**src/rtl/pwm_fade_pkg.sv**
```systemverilog
// Shared types and default widths for the pwm fade sequencer.
package pwm_fade_pkg;

    localparam int unsigned DEF_CTR_LEN = 8;
    localparam int unsigned DEF_HOLD_W  = 8;
    localparam int unsigned DEF_CYC_W   = 8;

    // Sequencer states: idle, ramping up, ramping down, waiting for the boundary to park at 0
    typedef enum logic [1:0] {
        StIdle,
        StRise,
        StFall,
        StDrain
    } state_e;

endpackage

```
**src/rtl/pwm_fade_ctrl_pwm.sv**
```systemverilog
// Basic PWM: free-running counter, output high while counter < compare.
// The output is registered, so it is a clean flop output. The high window is shifted one
// clk behind the counter, but the duty per period is exactly compare clks.
module pwm_fade_ctrl_pwm #(
    parameter int unsigned CTR_LEN = 8
) (
    input  logic               clk,
    input  logic               rst,
    input  logic [CTR_LEN-1:0] compare,
    output logic               pwm
);

    logic [CTR_LEN-1:0] cnt;

    // Free-running period counter; shares rst with the sequencer's counter so they stay aligned
    always_ff @(posedge clk) begin
        if (rst) begin
            cnt <= '0;
        end else begin
            cnt <= cnt + CTR_LEN'(1);
        end
    end

    // Registered duty comparison
    always_ff @(posedge clk) begin
        if (rst) begin
            pwm <= 1'b0;
        end else begin
            pwm <= (cnt < compare);
        end
    end

endmodule

```
**src/rtl/pwm_fade_ctrl.sv**
```systemverilog
// LED fade sequencer: ramps the compare value of one pwm instance between lo and hi levels.
// The compare register only changes on the last clk of a period, so every period runs at
// a single duty and the output never glitches mid-period.
module pwm_fade_ctrl
    import pwm_fade_pkg::*;
#(
    parameter int unsigned CTR_LEN = DEF_CTR_LEN,
    parameter int unsigned HOLD_W  = DEF_HOLD_W,
    parameter int unsigned CYC_W   = DEF_CYC_W
) (
    input  logic               clk,
    input  logic               rst,
    input  logic               start,
    input  logic               stop,
    input  logic [CTR_LEN-1:0] lo_level,
    input  logic [CTR_LEN-1:0] hi_level,
    input  logic [CTR_LEN-1:0] step,
    input  logic [HOLD_W-1:0]  hold,
    input  logic [CYC_W-1:0]   cycles,
    output logic [CTR_LEN-1:0] compare,
    output logic               pwm,
    output logic               period_tick,
    output logic               busy,
    output logic               done,
    output logic               cfg_err
);

    localparam logic [CTR_LEN-1:0] CTR_MAX = '1;

    state_e             state;
    logic [CTR_LEN-1:0] ctr;
    logic [CTR_LEN-1:0] level;

    // Configuration captured on an accepted start
    logic [CTR_LEN-1:0] lo_q;
    logic [CTR_LEN-1:0] hi_q;
    logic [CTR_LEN-1:0] step_q;
    logic [HOLD_W-1:0]  hold_q;
    logic [CYC_W-1:0]   cycles_q;

    logic [HOLD_W-1:0]  hold_cnt;
    logic [CYC_W-1:0]   cyc_cnt;

    logic [CTR_LEN:0]   sum_up;
    logic [CTR_LEN:0]   diff_dn;
    logic [CTR_LEN-1:0] level_up;
    logic [CTR_LEN-1:0] level_dn;
    logic               hold_hit;
    logic [CYC_W-1:0]   cyc_next;
    logic               last_cycle;
    logic               cfg_ok;

    // Period counter, kept in lockstep with the pwm instance's own counter
    always_ff @(posedge clk) begin
        if (rst) begin
            ctr <= '0;
        end else begin
            ctr <= ctr + CTR_LEN'(1);
        end
    end

    assign period_tick = (ctr == CTR_MAX);

    // Level arithmetic: one extra bit so the up-step can saturate at hi instead of wrapping,
    // and the sign bit of the down-step catches underflow below zero before clamping at lo
    always_comb begin
        sum_up   = {1'b0, level} + {1'b0, step_q};
        diff_dn  = {1'b0, level} - {1'b0, step_q};
        level_up = (sum_up > {1'b0, hi_q}) ? hi_q : sum_up[CTR_LEN-1:0];
        if (diff_dn[CTR_LEN] || (diff_dn[CTR_LEN-1:0] < lo_q)) begin
            level_dn = lo_q;
        end else begin
            level_dn = diff_dn[CTR_LEN-1:0];
        end
        hold_hit   = (hold_cnt == hold_q);
        cyc_next   = cyc_cnt + CYC_W'(1);
        last_cycle = (cycles_q != '0) && (cyc_next == cycles_q);
        cfg_ok     = (lo_level <= hi_level);
    end

    // Sequencer FSM with registered compare/busy/done/cfg_err
    always_ff @(posedge clk) begin
        if (rst) begin
            state    <= StIdle;
            compare  <= '0;
            level    <= '0;
            lo_q     <= '0;
            hi_q     <= '0;
            step_q   <= '0;
            hold_q   <= '0;
            cycles_q <= '0;
            hold_cnt <= '0;
            cyc_cnt  <= '0;
            busy     <= 1'b0;
            done     <= 1'b0;
            cfg_err  <= 1'b0;
        end else begin
            done    <= 1'b0;
            cfg_err <= 1'b0;
            unique case (state)
                StIdle: begin
                    if (period_tick) begin
                        compare <= '0;
                    end
                    // A simultaneous stop drops the start outright, including the level check
                    if (start && !stop) begin
                        if (cfg_ok) begin
                            lo_q     <= lo_level;
                            hi_q     <= hi_level;
                            step_q   <= step;
                            hold_q   <= hold;
                            cycles_q <= cycles;
                            level    <= lo_level;
                            hold_cnt <= '0;
                            cyc_cnt  <= '0;
                            busy     <= 1'b1;
                            state    <= StRise;
                        end else begin
                            cfg_err <= 1'b1;
                        end
                    end
                end
                StRise, StFall: begin
                    if (period_tick) begin
                        compare <= level;
                    end
                    if (stop) begin
                        state <= StDrain;
                    end else if (period_tick) begin
                        if (hold_hit) begin
                            hold_cnt <= '0;
                            if (state == StRise) begin
                                // Turn around only once a step is taken while already at hi
                                if (level == hi_q) begin
                                    state <= StFall;
                                end else begin
                                    level <= level_up;
                                end
                            end else begin
                                // Reaching lo on a step closes one lo->hi->lo cycle
                                if (level == lo_q) begin
                                    cyc_cnt <= cyc_next;
                                    state   <= last_cycle ? StDrain : StRise;
                                end else begin
                                    level <= level_dn;
                                end
                            end
                        end else begin
                            hold_cnt <= hold_cnt + HOLD_W'(1);
                        end
                    end
                end
                StDrain: begin
                    if (period_tick) begin
                        compare <= '0;
                        done    <= 1'b1;
                        busy    <= 1'b0;
                        state   <= StIdle;
                    end
                end
                default: begin
                    state <= StIdle;
                end
            endcase
        end
    end

    pwm_fade_ctrl_pwm #(
        .CTR_LEN (CTR_LEN)
    ) u_pwm (
        .clk     (clk),
        .rst     (rst),
        .compare (compare),
        .pwm     (pwm)
    );

endmodule
```
**config.mk**
```make
export PLATFORM = sky130hd
export DESIGN_NAME = pwm_fade_ctrl
export DESIGN_NICKNAME = d
export VERILOG_FILES = /design/src/rtl/pwm_fade_pkg.sv /design/src/rtl/pwm_fade_ctrl_pwm.sv /design/src/rtl/pwm_fade_ctrl.sv
export SDC_FILE = /design/constraint.sdc
export NUM_CORES = 1
export LEC_CHECK = 0
export CAP_MARGIN = 20
export CORE_MARGIN = 3
export CORE_UTILIZATION = 39
export CTS_CLUSTER_DIAMETER = 120
export DETAILED_ROUTE_END_ITERATION = 10
export PLACE_DENSITY = 0.69
export RECOVER_POWER = 50
export SLEW_MARGIN = 20
export SYNTH_ARGS = -nofsm -noshare
export SYNTH_HDL_FRONTEND = slang
export SYNTH_SLANG_ARGS = --single-unit
```
**constraint.sdc**
```tcl
create_clock -name clk -period 5.8 [get_ports clk]
set_clock_uncertainty 0.2 [all_clocks]
set_input_delay 1.16 -clock clk [delete_from_list [all_inputs] [get_ports clk]]
set_output_delay 1.16 -clock clk [all_outputs]
set_load 0.005 [all_outputs]
```
==> summary.md, run 1 <==
| Metric | Value |
|---|---|
| Ports | `57` |
| Post-synth EDFFs | `0` |
| Core Area | `14800 um^2` |
| Nets@finish | `834` |
| Slew margin rel. | `-0.0349` |
| Largest net degree at the start of global routing | `57` |
| Footprint of the multi-input gates | `3780 um^2` |
| H-tree levels | `3` |
| Setup bufs post-CTS | `0` |
| Rows | `44` |
| Outcome | `complete, but fails checks` |
| Routability cong. | `0.873` |
| Count of final max-slew check failures | `38` |
| Resized cells post-CTS | `0` |
| Via count | `4935` |
| Placement Setup Slack | `1.62 ns` |
| Clock transition at path regs | `0.07 ns` |
| # setup viols final | `0` |
| All-Layer GR Usage | `0.178` |
| Antenna diode count | `0` |
| Tcrit/Tclk final | `0.730` |
| Terminus of the critical flop-to-flop path | `level[6]` |
| Most common cell after layout, fill and taps aside | `dfxtp_1` |
| Tmin final | `4.23 ns` |
| Syn_area_per_cell | `8.74 um^2` |
| Number of port buffers | `56` |
| Post-synth ARST share | `0` |
| DR vias/cell | `5.36` |
| R2r setup slk | `1.63 ns` |
| First-pass GRT wire length | `24000 um` |
| Setup_tns | `0 ns` |
| Final setup margin | `1.57 ns` |
| Drt total wl | `14400 um` |
| LEAKAGE | `0.00277 uW` |
| DR DRC count | `0` |
| ANT nets after route | `0` |
| Deepest clock path buffer count | `2` |
| Starting density of the core | `0.407` |
| DPL Wire Length | `10800 um` |
| TritonCTS Buffers | `9` |
| Fmax | `0.236 GHz` |
| Worst slew pin tran | `1.55 ns` |
| Initial DRC Count | `359` |
| Failing checks | `max-capacitance violations, max-slew violations` |
| Share of layout cells above drive strength 1 | `0.0570` |
| WL per Instance | `15.6 um` |
| CP Data Arrival Time | `4.20 ns` |
| Hold path cells | `1` |
| Seq/Total Area, Yosys | `0.312` |
| First-pass detailed-route iteration total | `5` |
| Worst R2R Path Depth | `15` |
| Area growth syn-to-layout | `16.3%` |
| Worst setup SP type | `input pin` |
| Grt ovf | `0` |
| Post-layout util | `0.474` |
| Later-pin clock latency in the skew report | `0.35 ns` |
| Power Dens Cells | `305 nW/um^2` |
| CP required | `5.77 ns` |
| Worst Hold Path EP | `u_pwm.cnt[0]` |
| Worst Setup End Kind | `flop` |
| Die Width | `130 um` |
| FILL cells | `1390` |
| Max Cap Viol | `1` |
| Critical path type | `input pin to flop` |
| Final hold vios | `0` |
| Crit path max fanout | `30` |
| Finished Cell Area | `7020 um^2` |
| Top FF cell, synth | `dfxtp_1` |
| Yosys warns | `0` |
| CTS tree | `built` |
| Sequential Area | `1880 um^2` |
| Hold path startpoint | `u_pwm.cnt[0]` |
| Vias in the first global route | `4800` |
| DP Area | `6700 um^2` |
| Synthesized flop and latch total | `94` |
| Most frequent cells in the layout | `dfxtp_1, nor2_1, inv_1, ha_1, mux2i_1` |
| Root Driver | `clkbuf_16` |
| RSZ-0062 raised after global routing | `no` |
| Worst r2r src | `level[1]` |
| Total die area | `17000 um^2` |
| Worst hold path class | `flop to flop` |
| Initial antenna violation count | `0` |
| Hold_buf cts | `0` |
| Cell variety after synth | `79` |
| Syn nets | `790` |
| Die H | `130 um` |
| Clock sinks | `94` |
| Max IR drop VDD | `216 uV` |
| Post-synthesis cell area | `6030 um^2` |
| Cells after Synth | `690` |
-- critical path: stages --
cell	delay (ns)
dlygate4sd3_1	0.56
inv_1	0.06
ha_1	0.35
nand4_1	0.14
nor2_1	0.08
a211oi_1	0.62
nor3_1	0.17
clkbuf_2	0.65
mux2i_1	0.34
nor2_1	0.06
-- routing by layer --
layer	share of wire	track usage
met3	0.056	0.0418
met2	0.44	0.270
met4	0.014	0.0551
met1	0.49	0.250
met5	0	0
-- cell families (layout without fill, tap and decap cells) --
kind of cell               Yosys count  count (layout)  share of synthesized area
AOI/OAI and AO/OA                  108             108                      0.129
DFF                                 94              94                      0.312
adders and majority gates           56              56                      0.119
and+or+nand+nor                    230             230                      0.194
buffers and inverters               83             130                     0.0606
xor gates and xnor gates            67              67                     0.0985
muxes                               52              52                     0.0869
-- how the worst max path moves through the flow --
| stage | start | end | slack [ns] |
|---|---|---|---|
| floorplan | level[2] | level[2] | 2.10 |
| global placement | hi_level[7] | level[5] | 1.70 |
| detailed placement | hi_level[7] | level[5] | 1.62 |
| CTS | level[1] | level[2] | 1.74 |
| global route | hi_level[7] | hi_q[7] | 1.29 |
| finish | hi_level[7] | hi_q[7] | 1.57 |
-- synth_stat cells, types with 10 or more instances --
| library cell | count | share of area |
|---|---|---|
| inv_1 | 54 | 0.034 |
| nand3_1 | 29 | 0.024 |
| dfxtp_1 | 94 | 0.31 |
| nand2_1 | 27 | 0.017 |
| mux2i_1 | 49 | 0.081 |
| ha_1 | 54 | 0.11 |
| clkbuf_1 | 11 | 0.0068 |
| a21oi_1 | 36 | 0.030 |
| nor2_1 | 90 | 0.056 |
| xor2_1 | 31 | 0.045 |
| nor3_1 | 15 | 0.012 |
| o21ai_0 | 10 | 0.0083 |
| nand4_1 | 10 | 0.010 |
| xnor2_1 | 35 | 0.051 |
-- stage by stage --
step / total power, uW / instances / hold slack, ns
global route: 2260 / 921 / 0.299
CTS: 2150 / 921 / 0.262
detailed placement: 1470 / 907 / 0.247
global placement: 1460 / 907 / 0.237
floorplan: 1290 / 690 / 0.221
finish: 2140 / 921 / 0.258
-- where the power goes --
part	internal [uW]	switching [uW]
clock	419	255
combinational	327	417
sequential	676	43.1
total	1420	715
-- cell type report --
class	instances	area share
tap	184	0.0328
clock buffer	9	0.0321
clock inverter	5	0.0153
inverter	55	0.0294
multi-input combinational	513	0.539
sequential	94	0.268
timing repair buffer	61	0.0835
No activity file was read; power rests on OpenSTA's default activity.
==> run 2, diff against run 1 <==
- clock period: 5.8 -> 4.36 ns (I/O delays scaled with it)
==> summary.md, run 2 (same netlist as run 1, synthesis figures left out) <==
| Metric | Value |
|---|---|
| Hold slack | `0.257 ns (-0.000652 ns)` |
| Total die area | `17000 um^2 (unchanged)` |
| Via count | `4922 (-0.26%)` |
| Nets@finish | `839 (+0.60%)` |
| Number of port buffers | `56 (unchanged)` |
| Initial antenna violation count | `0 (unchanged)` |
| Ports | `57 (unchanged)` |
| # setup viols final | `0 (unchanged)` |
| Crit path max fanout | `40 (+33%)` |
| Most frequent cells in the layout | `dfxtp_1, nor2_1, inv_1, ha_1, mux2i_1` |
| Root Driver | `clkbuf_16` |
| DR vias/cell | `5.31 (-0.91%)` |
| Finished Cell Area | `6980 um^2 (-0.57%)` |
| Crit path buffers/inverters | `3 (unchanged)` |
| Hold_buf cts | `0 (unchanged)` |
| Worst setup SP type | `input pin` |
| Initial DRC Count | `356 (-0.84%)` |
| Tcrit/Tclk final | `0.926` |
| Die Width | `130 um (unchanged)` |
| Deepest clock path buffer count | `2 (unchanged)` |
| Largest net degree at the start of global routing | `48 (-16%)` |
| Core Area | `14800 um^2 (unchanged)` |
| CP max stage delay | `0.79 ns (+0.14 ns)` |
| Worst Setup End Kind | `flop` |
| CP Data Arrival Time | `4.06 ns (-0.14 ns)` |
| FILL cells | `1402 (+0.86%)` |
| WL per Instance | `15.3 um (-1.8%)` |
| Share of layout cells above drive strength 1 | `0.0633 (+0.00627)` |
| DP Area | `6750 um^2 (+0.75%)` |
| RSZ-0062 raised after global routing | `no` |
| Routability cong. | `0.882 (+0.97%)` |
| Grt ovf | `0 (unchanged)` |
| Vias in the first global route | `4681 (-2.5%)` |
| Resized cells post-CTS | `0 (unchanged)` |
| CTS tree | `built` |
| Most common cell after layout, fill and taps aside | `dfxtp_1` |
| H-tree levels | `3 (unchanged)` |
| Outcome | `completed` |
| TritonCTS Buffers | `9 (unchanged)` |
| Critical path's top delay family | `buffers and inverters` |
| LEAKAGE | `0.00276 uW (about the same)` |
| Later-pin clock latency in the skew report | `0.35 ns (about the same)` |
| Count of final max-slew check failures | `0 (-100%)` |
| Starting density of the core | `0.407 (unchanged)` |
| Max Cap Viol | `0 (-1)` |
| Slew margin rel. | `0.0619 (+0.0968)` |
| DR DRC count | `0 (unchanged)` |
| Critical path type | `input pin to flop` |
| Clock transition at path regs | `0.06 ns (about the same)` |
| Setup_tns | `0 ns (unchanged)` |
| First-pass GRT wire length | `23600 um (-2.0%)` |
| Rows | `44 (unchanged)` |
| Die H | `130 um (unchanged)` |
| Fmax | `0.248 GHz` |
| Post-route insts no fill | `927 (+0.65%)` |
| DPL Wire Length | `10700 um (-0.67%)` |
| Cell count after placement | `912 (+0.55%)` |
| Most common cell on crit path | `nor2_1` |
| Tmin final | `4.04 ns` |
| Crit-path cells | `dlygate4sd3_1 > inv_1 > ha_1 > nand4_1 > nor2_1 > a211oi_1 > nor3_2 > clkbuf_2 > mux2i_1 > nor2_1` |
| Setup bufs post-CTS | `0 (unchanged)` |
| Final hold vios | `0 (unchanged)` |
| First-pass detailed-route iteration total | `5 (unchanged)` |
| Post-layout util | `0.471 (-0.00270)` |
| Area growth syn-to-layout | `15.7%` |
| CP required | `4.38 ns (-1.39 ns)` |
| Max IR drop VDD | `208 uV (-3.5%)` |
| Worst slew pin tran | `1.41 ns (-0.145 ns)` |
| CP max-delay cell | `clkbuf_2` |
| Worst hold path class | `flop to flop` |
| ANT nets after route | `0 (unchanged)` |
| Clock sinks | `94 (unchanged)` |
| Drt total wl | `14200 um (-1.2%)` |
| Antenna diode count | `0 (unchanged)` |
| All-Layer GR Usage | `0.175 (-0.00304)` |
| Power Dens Cells | `384 nW/um^2 (+26%)` |
==> run 2: worst paths after layout <==
path	start	endpoint	slack, ns	depth (start not counted)
setup / recovery	hi_level[7]	hold_q[7]	0.32	10
hold / removal	u_pwm.cnt[0]	u_pwm.cnt[0]	0.26	1
setup reg to reg	level[1]	level[2]	0.35	13
hold reg to reg	u_pwm.cnt[0]	u_pwm.cnt[0]	0.26	1
==> run 2: area by class of cell <==
type                    instances  area, um^2  area share
flip-flops and latches         94        1880       0.270
clock buffers                  10         229      0.0328
well taps                     184         230      0.0330
clock inverters                 5        35.0     0.00502
multi-input cells             513        3770       0.540
inverters                      55         206      0.0296
repair buffers                 66         627      0.0899
==> run 2: metrics by stage <==
stage	worst slack, ns	power [uW]
global placement	0.503	1950
finish	0.322	2680
global route	0.0251	2850
detailed placement	0.402	1960
CTS	0.377	2690
floorplan	0.659	1710
==> run 2: metal layers <==
metal,global-route usage,part of all wire,up-vias
li1,-,-,2498
met4,0.0544,0.013,0
met3,0.0295,0.047,17
met2,0.268,0.44,118
met5,0,0,-
met1,0.251,0.50,2289
==> run 2: power by group <==
part           internal, uW  leakage (uW)  switching (uW)
clock network           386      0.000129             339
logic                   445       0.00187             561
registers               899      0.000762            50.9
